[src/rtl/debug_halt_group_pkg.sv]
// -----------------------------------------------------------------------------
// debug_halt_group_pkg
// Shared declarations for the debug halt-group controller.
//   halt_grp_state_e : controller state (IDLE, WAIT_ACK, HALTED)
// -----------------------------------------------------------------------------
package debug_halt_group_pkg;

   typedef enum logic [1:0] {
      IDLE     = 2'd0,
      WAIT_ACK = 2'd1,
      HALTED   = 2'd2
   } halt_grp_state_e;

endpackage

[src/rtl/debug_halt_group.sv]
// -----------------------------------------------------------------------------
// debug_halt_group
// Sits between the debug subsystem's per-hart halt requests and the cores'
// debug request inputs. A request to any available hart captures a target
// mask (the requested harts, or every available hart when grouping is on),
// drives requests until each targeted hart reports debug mode, and then holds
// off until all targeted harts have resumed. A halt that is not fully
// acknowledged within TimeoutCycles cycles is abandoned.
//
// Ports
//   clk_i              : clock
//   rst_ni             : asynchronous reset, active-low
//   debug_req_i        : [NrHarts] halt request from the debug subsystem
//   debug_ndmreset_ni  : non-debug-module reset, active-low, synchronous
//   group_en_i         : 1 = halt all available harts together
//   hart_unavailable_i : [NrHarts] 1 = hart never targeted
//   debug_mode_i       : [NrHarts] hart is in debug mode
//   debug_req_o        : [NrHarts] registered debug request to the cores
//   halt_done_o        : one-cycle pulse, all targeted harts halted
//   timeout_o          : one-cycle pulse, halt abandoned after timeout
// -----------------------------------------------------------------------------
module debug_halt_group
   import debug_halt_group_pkg::*;
#(
   parameter int unsigned NrHarts       = 2,
   parameter int unsigned TimeoutCycles = 1024
) (
   input  logic               clk_i,
   input  logic               rst_ni,
   input  logic [NrHarts-1:0] debug_req_i,
   input  logic               debug_ndmreset_ni,
   input  logic               group_en_i,
   input  logic [NrHarts-1:0] hart_unavailable_i,
   input  logic [NrHarts-1:0] debug_mode_i,
   output logic [NrHarts-1:0] debug_req_o,
   output logic               halt_done_o,
   output logic               timeout_o
);

   localparam int unsigned    CntW    = $clog2(TimeoutCycles + 1);
   localparam logic [CntW-1:0] CntLast = CntW'(TimeoutCycles - 1);

   halt_grp_state_e    r_state, w_state_nxt;
   logic [NrHarts-1:0] r_mask, w_mask_nxt;
   logic [NrHarts-1:0] r_req, w_req_nxt;
   logic [CntW-1:0]    r_cnt, w_cnt_nxt;
   logic               r_done, w_done_nxt;
   logic               r_to, w_to_nxt;
   logic [NrHarts-1:0] w_live;
   logic               w_all_ack;
   logic               w_none_ack;

   always_comb begin
      w_live      = debug_req_i & ~hart_unavailable_i;
      w_all_ack   = (debug_mode_i & r_mask) == r_mask;
      w_none_ack  = (debug_mode_i & r_mask) == '0;
      w_state_nxt = r_state;
      w_mask_nxt  = r_mask;
      w_cnt_nxt   = r_cnt;
      w_req_nxt   = '0;
      w_done_nxt  = 1'b0;
      w_to_nxt    = 1'b0;

      if (!debug_ndmreset_ni) begin
         w_state_nxt = IDLE;
         w_mask_nxt  = '0;
         w_cnt_nxt   = '0;
      end else begin
         unique case (r_state)
            IDLE: begin
               // Requests aimed only at unavailable harts leave w_live empty.
               if (|w_live) begin
                  w_mask_nxt  = group_en_i ? ~hart_unavailable_i : w_live;
                  w_req_nxt   = w_mask_nxt;
                  w_cnt_nxt   = '0;
                  w_state_nxt = WAIT_ACK;
               end
            end
            WAIT_ACK: begin
               w_cnt_nxt = r_cnt + 1'b1;
               // Full acknowledge is tested first so it wins over a
               // simultaneous timeout.
               if (w_all_ack) begin
                  w_done_nxt  = 1'b1;
                  w_state_nxt = HALTED;
               end else if (r_cnt == CntLast) begin
                  w_to_nxt    = 1'b1;
                  w_state_nxt = IDLE;
               end else begin
                  w_req_nxt = r_mask & ~debug_mode_i;
               end
            end
            HALTED: begin
               if (w_none_ack) begin
                  w_state_nxt = IDLE;
               end
            end
            default: w_state_nxt = IDLE;
         endcase
      end
   end

   always_ff @(posedge clk_i or negedge rst_ni) begin
      if (!rst_ni) begin
         r_state <= IDLE;
         r_mask  <= '0;
         r_cnt   <= '0;
         r_req   <= '0;
         r_done  <= 1'b0;
         r_to    <= 1'b0;
      end else begin
         r_state <= w_state_nxt;
         r_mask  <= w_mask_nxt;
         r_cnt   <= w_cnt_nxt;
         r_req   <= w_req_nxt;
         r_done  <= w_done_nxt;
         r_to    <= w_to_nxt;
      end
   end

   assign debug_req_o = r_req;
   assign halt_done_o = r_done;
   assign timeout_o   = r_to;

endmodule

[config.mk]
export PLATFORM = sky130hd
export DESIGN_NAME = debug_halt_group
export DESIGN_NICKNAME = d
export VERILOG_FILES = /design/src/rtl/debug_halt_group_pkg.sv /design/src/rtl/debug_halt_group.sv
export SDC_FILE = /design/constraint.sdc
export NUM_CORES = 1
export LEC_CHECK = 0
export BUFFER_PORTS_ARGS = -buffer_cell sky130_fd_sc_hd__buf_2
export CORE_MARGIN = 2
export CORE_UTILIZATION = 49
export DETAILED_ROUTE_END_ITERATION = 6
export PLACE_DENSITY = 0.72
export SKIP_LAST_GASP = 1
export SLEW_MARGIN = 10
export SYNTH_ARGS = -nofsm -noshare
export SYNTH_HDL_FRONTEND = slang
export SYNTH_SLANG_ARGS = --single-unit
[constraint.sdc]
create_clock -name clk_i -period 1.6 [get_ports clk_i]
set_input_delay 0.16 -clock clk_i [delete_from_list [all_inputs] [get_ports clk_i]]
set_output_delay 0.16 -clock clk_i [all_outputs]
set_load 0.1 [all_outputs]
# Word-level counts from Yosys, hierarchy flattened
# Index checks and enable logic that the tools add are counted.
# op_classes
n_addsub,1
n_eq_ne,10
n_mux,25
n_bitwise,5
n_reduce_logical,6
# op_table
op,n
2-bit two-way mux,13
11-bit two-way mux,2
11-bit one-hot mux with 2 select lines,1
11-bit by 1-bit adder with 11-bit output (second input constant),1
11-bit by 10-bit equality test with 1-bit output (second input constant),1
1-bit two-way mux,7
2-bit bitwise AND,3
3-bit != test (second input constant),2
2-bit one-hot mux with 3 select lines,1
2-bit zero test,2
2-bit by 1-bit != test with 1-bit output (second input constant),2
4-bit != test (second input constant),1
2-bit NOT,2
2-bit one-hot mux with 2 select lines,1
2-bit AND reduction,2
3-bit by 1-bit != test with 1-bit output (second input constant),1
3-bit AND reduction,1
2-bit by 1-bit equality test with 1-bit output (second input constant),1
2-bit equality test,1
2-bit equality test (second input constant),1
2-bit OR reduction,1
# word_totals
regBits,19
inputBits,10
output_inout_bits,4
elab_cells,53

# Longest topological paths before layout
# Gate-level depths: netlist of run 1.
# depth
depth_word,6
mapped_depth,6
mapped_depth_nobuf,5

# Worst setup path after synthesis of run 1
# No wires, ideal clock.
# synth_timing
kind,register -> register
start,register r_cnt[0]
end,register r_state[0]
setup_ns,0.123
arrival_time_ns,1.359
required_ns,1.477
setup_slack_ns,0.118
path_stages_with_launch,6
n_path_buf,0
period_less_slack_ns,1.482
cell_sequence,dfrtp_1 -> ha_1 -> nand4_1 -> or4_1 -> a31oi_1 -> nor3b_1
# synth_between
elab_chain_cells,3
# synth_rtl
element,line_no,text
"start, declared",debug_halt_group.sv:46,"logic [CntW-1:0] r_cnt, w_cnt_nxt;"
"start signal, assigned",debug_halt_group.sv:114,r_cnt <= w_cnt_nxt;
11-bit by 10-bit equality test with 1-bit output,debug_halt_group.sv:86,end else if (r_cnt == CntLast) begin
4-bit != test (no source line),-,
3-bit AND reduction (no source line),-,
"end signal, assigned",debug_halt_group.sv:112,r_state <= w_state_nxt;
"end, declared",debug_halt_group.sv:43,"halt_grp_state_e r_state, w_state_nxt;"
# No other way between the ends.
# A chain may end at the register's enable or synchronous reset.

# Worst setup path in the final report of run 1
# layout_timing
start,register r_cnt[0]
end,register r_cnt[7]
# layout_between
elab_chain_cells,3
# layout_rtl
element,line_no,text
11-bit by 1-bit adder with 11-bit output,debug_halt_group.sv:80,w_cnt_nxt = r_cnt + 1'b1;
11-bit one-hot mux with 2 select lines,debug_halt_group.sv:69,unique case (r_state)
11-bit two-way mux,debug_halt_group.sv:64,if (!debug_ndmreset_ni) begin
# No other way between the ends.

==> reports/metrics.yaml, run 1 <==
run_status:
  status: "finished, final reports clean"
timing:
  max_freq_mhz: 656
  post-route-period-util_pct: 95.3
  drv_slew: 0
  clock_skew_ns: 0.0107
  rsz0062_at_grt: "true"
  holdWs_ns: 0.170
  fin_ws_ns: 0.0745
  setup_tns_ns: 0
  finalHoldViolations: 0
  relSlewSlack_pct: 67.9
  finalSetupViolCount: 0
  min_period_ns: 1.53
  worst_slew_pin_slew_ns: 0.485
hold_path:
  hold_path.class: "input pin to flop"
  min_from: "debug_mode_i[0]"
  min_to: "debug_req_o[0]"
  min_path_cells: 3
grt:
  grt_overflow: 0
  grt_max_degree: 20
  groute.usage.overall_pct: 20.6
  antenna_found_initial: 0
  first_global_vias: 888
  grt_pass1_wl_um: 3880
pwr:
  irDropWorstVdd_mv: 0.633
  power.share.sequential_pct: 56.2
  cellPowerDensity_nw_per_um2: 745
  p_int_uw: 644
  p_sw_uw: 249
  p_comb_share_pct: 16.9
  swShare_pct: 27.9
  power_frac_clock_pct: 26.9
  p_leak_nw: 0.560
setup_path:
  cp_data_required_time_ns: 1.83
  crit_path_end_kind: "flop"
  startpoint_type: "flop"
  r2r_slack_ns: 0.07
  cp_top_family: "simple AND/OR/NAND/NOR gates"
  critical_path.cell_chain: "buf_4 > and4_4 > nand4_1 > or4_4 > a21oi_2"
  max_stage_delay_ns: 0.43
  timing.rr.start: "r_cnt[0]"
  critPathKind: "flop to flop"
  critPathArrivalTime_ns: 1.76
  reg2reg_depth: 5
  critPathBufInv: 1
  crit_slowest_cell: "or4_4"
  path_max_fanout: 5
  r2r_end: "r_cnt[7]"
die:
  initial_utilization_pct: 52.0
  ios: 14
  core_region_area_um2: 1960
  die_h_um: 49.6
  dieWidth_um: 49.6
  die_area_um2: 2460
  rows: 16
cts:
  cts_tree: "built"
  cts-buffers-inserted: 3
  htree_levels: 1
  insertion_delay_ns: 0.30
  cts_sinks: 19
  clk_path_buf_depth: 2
  clkTransAtPathRegs_ns: 0.11
  root_buffer: "clkbuf_4"
route:
  firstDrtPassIters: 4
  drc: 0
  wl_um: 2210
  viasPerCell: 5.81
  num_vias: 900
  antenna_left: 0
  routedWlPerCell_um: 14.2
  drtIter0Drc: 19
logic_synthesis:
  ys_seq_area_share_pct: 46.6
  synth_seq_cells: 19
  syn_inst: 109
  synth_fp_nets: 120
  yosysUniqueCellTypes: 34
  yosysWarningCount: 0
  netlist_area_um2: 1020
  syn_avg_cell_area_um2: 9.37
flow_run:
  max_cap_violations: 0
finish:
  area_growth_pct: 17.4
  layout-drive-gt1-share_pct: 24.2
  antenna_cells: 0
  fin_nets: 140
place:
  port_buffers: 13
  place_congestion: 0.780
  dpl_worst_slack_ns: 0.0657
  post-dp-hpwl_um: 1650
## cell usage after synthesis, drive strengths merged
library cell  instances  area share [%]
a211oi                1             1.2
a21oi                 6             2.9
a22o                  2             1.7
a31oi                 1            0.61
a32o                  1            0.98
a41oi                 1            0.86
and2                  4             2.5
and3                  1            0.61
and3b                 2             1.7
and4                  2             2.1
buf                   2            0.98
clkbuf                5             2.1
dfrtp                19              47
ha                    1             1.2
inv                   2            0.74
mux2i                 2             2.0
nand2                 9             3.3
nand2b                6             3.7
nand3                 4             2.0
nand3b                2             1.5
nand4                 3             1.8
nor2                  7             2.6
nor2b                 1            0.61
nor3                  1            0.49
nor3b                 1            0.74
o21a                  1            0.74
o21ai                 9             4.4
o21bai                2             1.5
o22a                  2             1.7
o22ai                 3             1.8
o31ai                 4             2.9
or4                   2             1.5
## flip-flops by register name, summed over array words and instances (netlist names)
register / cells
r_state: 2
halt_done_o: 1
r_mask: 2
timeout_o: 1
debug_req_o: 2
r_cnt: 11
## power by group through the flow
stage                     registers, mW  logic, mW  clock network (mW)
after floorplan                   0.532     0.0766                   0
after global placement            0.511      0.144                   0
after detailed placement          0.512      0.148                   0
after CTS                         0.502      0.151               0.250
after global routing              0.504      0.167               0.272
final                             0.502      0.151               0.240
## through the flow
step	power [mW]	cell area [um^2]	instances	util [%]
final	0.894	1200	155	61.1
after global routing	0.943	1200	155	61.1
after CTS	0.903	1180	154	60.0
after detailed placement	0.660	1140	149	58.2
after global placement	0.654	1140	149	58.2
after floorplan	0.609	1020	109	-
## worst min-delay path: stages
cell and delay, ns:
buf_2 0.08, nand2b_1 0.11, o22ai_1 0.07
## metal layers
metal  global-route usage (%)  share of wire (%)  up-vias
li1                         -                  -      436
met1                     27.0                 47      433
met2                     33.6                 48       26
met3                     3.64                3.1        5
met4                     8.33                1.7        0
met5                        0                  0        -
## worst max path at each step
stage               cells after the start      from    endpoint  slack [ns]
finish                                  5  r_cnt[0]    r_cnt[7]        0.07
global placement                        5  r_cnt[0]  r_state[0]        0.13
CTS                                     5  r_cnt[1]  r_state[0]        0.04
floorplan                               5  r_cnt[0]  r_state[0]        0.12
detailed placement                      5  r_cnt[1]  r_state[0]        0.07
global route                            5  r_cnt[1]  r_state[0]     -0.0004
## cell families (layout without fill, tap and decap cells)
| kind of cell | after synthesis | after routing | synth area share (%) |
|---|---|---|---|
| adders and majority gates | 1 | 1 | 1.23 |
| DFF | 19 | 19 | 46.6 |
| and+or+nand+nor | 45 | 45 | 25.0 |
| muxes | 2 | 2 | 1.96 |
| buffers and inverters | 9 | 28 | 3.80 |
| AOI/OAI and AO/OA | 33 | 33 | 21.4 |
## final cells by class
type | instances | area (um^2)
fill | 203 | 763
multi-input combinational | 81 | 520
sequential | 19 | 475
timing repair buffer | 22 | 135
tap | 27 | 33.8
clock buffer | 4 | 26.3
inverter | 2 | 7.51
## layout by cell type, fill, tap and decap left out, types with 3 or more instances in the layout
cell type  synthesis  final
a21oi_1            6      5
o31ai_1            4      4
and2_1             4      4
nor2_1             7      7
nand4_1            3      3
buf_4              0      8
nand3_1            4      4
buf_2              2     13
dfrtp_1           19     19
o21ai_0            9      9
nand2_1            9      9
nand2b_1           6      6
clkbuf_4           0      3
o22ai_1            3      3
## what timing repair did
item | CTS | global route
hold buffers | 1 | 0
hold endpoints to repair | 19 | 0
setup buffers | 0 | 1
setup endpoints to repair | 0 | 3
gates resized for setup | 0 | 4
No activity file was read; power rests on OpenSTA's default activity.
==> run 2: changes to the inputs <==
--- a/config.mk
+++ b/config.mk
@@ -10,6 +10,7 @@
 export CORE_UTILIZATION = 49
 export DETAILED_ROUTE_END_ITERATION = 6
 export PLACE_DENSITY = 0.72
+export RECOVER_POWER = 25
 export SKIP_LAST_GASP = 1
 export SLEW_MARGIN = 10
 export SYNTH_ARGS = -nofsm -noshare
==> reports/metrics.yaml, run 2 (synthesized netlist as in run 1, its figures left out) <==
place:
  place_congestion: 0.780  # unchanged
  placedCellCount: 149  # unchanged
  post-dp-hpwl_um: 1650  # unchanged
  port_buffers: 13  # unchanged
  dpl_worst_slack_ns: 0.0657  # unchanged
cts:
  cts_tree: "built"
  htree_levels: 1  # unchanged
  cts_sinks: 19  # unchanged
  clk_path_buf_depth: 2  # unchanged
  clkTransAtPathRegs_ns: 0.11  # about the same
  cts-buffers-inserted: 3  # unchanged
  insertion_delay_ns: 0.30  # about the same
  root_buffer: "clkbuf_4"
route:
  viasPerCell: 5.81  # unchanged
  num_vias: 900  # unchanged
  routedWlPerCell_um: 14.2  # -0.18%
  antenna_left: 0  # unchanged
  drc: 0  # unchanged
  drtIter0Drc: 19  # unchanged
  wl_um: 2200  # -0.18%
  firstDrtPassIters: 4  # unchanged
setup_path:
  max_stage_delay_ns: 0.43  # about the same
  path_max_fanout: 5  # unchanged
  cp_top_family: "simple AND/OR/NAND/NOR gates"
  startpoint_type: "flop"
  cp_data_required_time_ns: 1.83  # about the same
  critPathBufInv: 1  # unchanged
  cp_num_cells: 5  # unchanged
  reg2reg_depth: 5  # unchanged
  crit_path_end_kind: "flop"
  critical_path.cell_chain: "buf_4 > and4_4 > nand4_1 > or4_4 > a21oi_2"
  critPathArrivalTime_ns: 1.76  # about the same
  crit_slowest_cell: "or4_4"
  critPathKind: "flop to flop"
pwr:
  cellPowerDensity_nw_per_um2: 746  # about the same
  design_power_total_uw: 893  # about the same
  irDropWorstVdd_mv: 0.633  # about the same
  p_leak_nw: 0.557  # -0.49%
die:
  core_region_area_um2: 1960  # unchanged
  dieWidth_um: 49.6  # unchanged
  ios: 14  # unchanged
  die_area_um2: 2460  # unchanged
  die_h_um: 49.6  # unchanged
  initial_utilization_pct: 52.0  # unchanged
  rows: 16  # unchanged
timing:
  fin_ws_ns: 0.0725  # -0.00194 ns
  finalSetupViolCount: 0  # unchanged
  finalHoldViolations: 0  # unchanged
  post-route-period-util_pct: 95.5  # +0.12 points
  worst_slew_pin_slew_ns: 1.03  # +0.542 ns
  clock_skew_ns: 0.0107  # unchanged
  max_freq_mhz: 655  # -0.13%
  relSlewSlack_pct: 31.5  # -36 points
  min_period_ns: 1.53  # +0.00194 ns
  rsz0062_at_grt: "true"
  drv_slew: 0  # unchanged
grt:
  grt_max_degree: 20  # unchanged
  groute.usage.overall_pct: 20.6  # unchanged
  grt_pass1_wl_um: 3880  # unchanged
  first_global_vias: 888  # unchanged
  antenna_found_initial: 0  # unchanged
  grt_overflow: 0  # unchanged
flow_run:
  max_cap_violations: 0  # unchanged
hold_path:
  min_path_cells: 3  # unchanged
  hold_path.class: "input pin to flop"
finish:
  antenna_cells: 0  # unchanged
  regMostFlops: "r_cnt"
  layout_common_cells: "19 x dfrtp_1, 12 x buf_2, 9 x nand2_1, 9 x o21ai_0, 8 x buf_4"
  fin_nets: 140  # unchanged
  area_growth_pct: 17.3
  layout.cells.non_filler: 155  # unchanged
  layout_commonest_cell: "dfrtp_1"
  largest_reg_flops: 11  # unchanged
  layout-drive-gt1-share_pct: 23.4  # -0.78 points
run_status:
  status: "finished, final reports clean"
## run 2: changes by cell type in the layout (fill, tap and decap cells not counted), sizes merged
cell,before,now
buf,21,20
clkbuf,4,5
## run 2: timing repair
item | 4_1_cts | 5_1_grt
hold endpoints to repair | 19 | 0
resized for setup | 0 | 4
setup endpoints to repair | 0 | 3
setup buffers | 0 | 1
hold buffers | 1 | 0
## run 2: final timing paths
kind                            startpoint              to  slack [ns]
min                        debug_mode_i[0]  debug_req_o[0]        0.17
min in group asynchronous           rst_ni       r_cnt[10]        0.56
min reg2reg                       r_cnt[9]        r_cnt[9]        0.49
max                               r_cnt[0]        r_cnt[7]        0.07
max in group asynchronous           rst_ni       r_mask[0]        0.42
max reg2reg                       r_cnt[0]        r_cnt[7]        0.07
## run 2: where the power goes
part	leakage [nW]	switching [mW]	internal (mW)
combinational	0.279	0.0955	0.0549
sequential	0.262	0.0104	0.492
clock	0.0150	0.143	0.0973
## run 2: cell type report
| type | instances | area, um^2 |
|---|---|---|
| inverters | 2 | 7.51 |
| flip-flops and latches | 19 | 475 |
| fillers | 202 | 764 |
| repair buffers | 22 | 134 |
| well taps | 27 | 33.8 |
| clock buffers | 4 | 26.3 |
| multi-input cells | 81 | 520 |
## run 2: metrics by stage
stage                     utilization, %  setup TNS [ns]  area (um^2)  hold slack [ns]
after floorplan                        -               0         1020           -0.136
after global placement              58.2               0         1140            0.123
after detailed placement            58.2               0         1140            0.124
after CTS                           60.0               0         1180            0.162
after global routing                61.0       -0.000433         1200            0.158
final                               61.0               0         1200            0.170
## run 2: worst reg2reg max path: cells and delay by family (launching register included)
| kind | cells | cell delay (ns) |
|---|---|---|
| AOI/OAI and AO/OA | 1 | 0.14 |
| buffers and inverters | 1 | 0.13 |
| DFF | 1 | 0.37 |
| and+or+nand+nor | 3 | 0.82 |
## run 2: routing by layer
| layer | GRT usage [%] | wire, um |
|---|---|---|
| met1 | 27.0 | 1030 |
| met2 | 33.6 | 1070 |
| met3 | 3.64 | 68 |
| met4 | 8.33 | 38 |
| met5 | 0 | 0 |
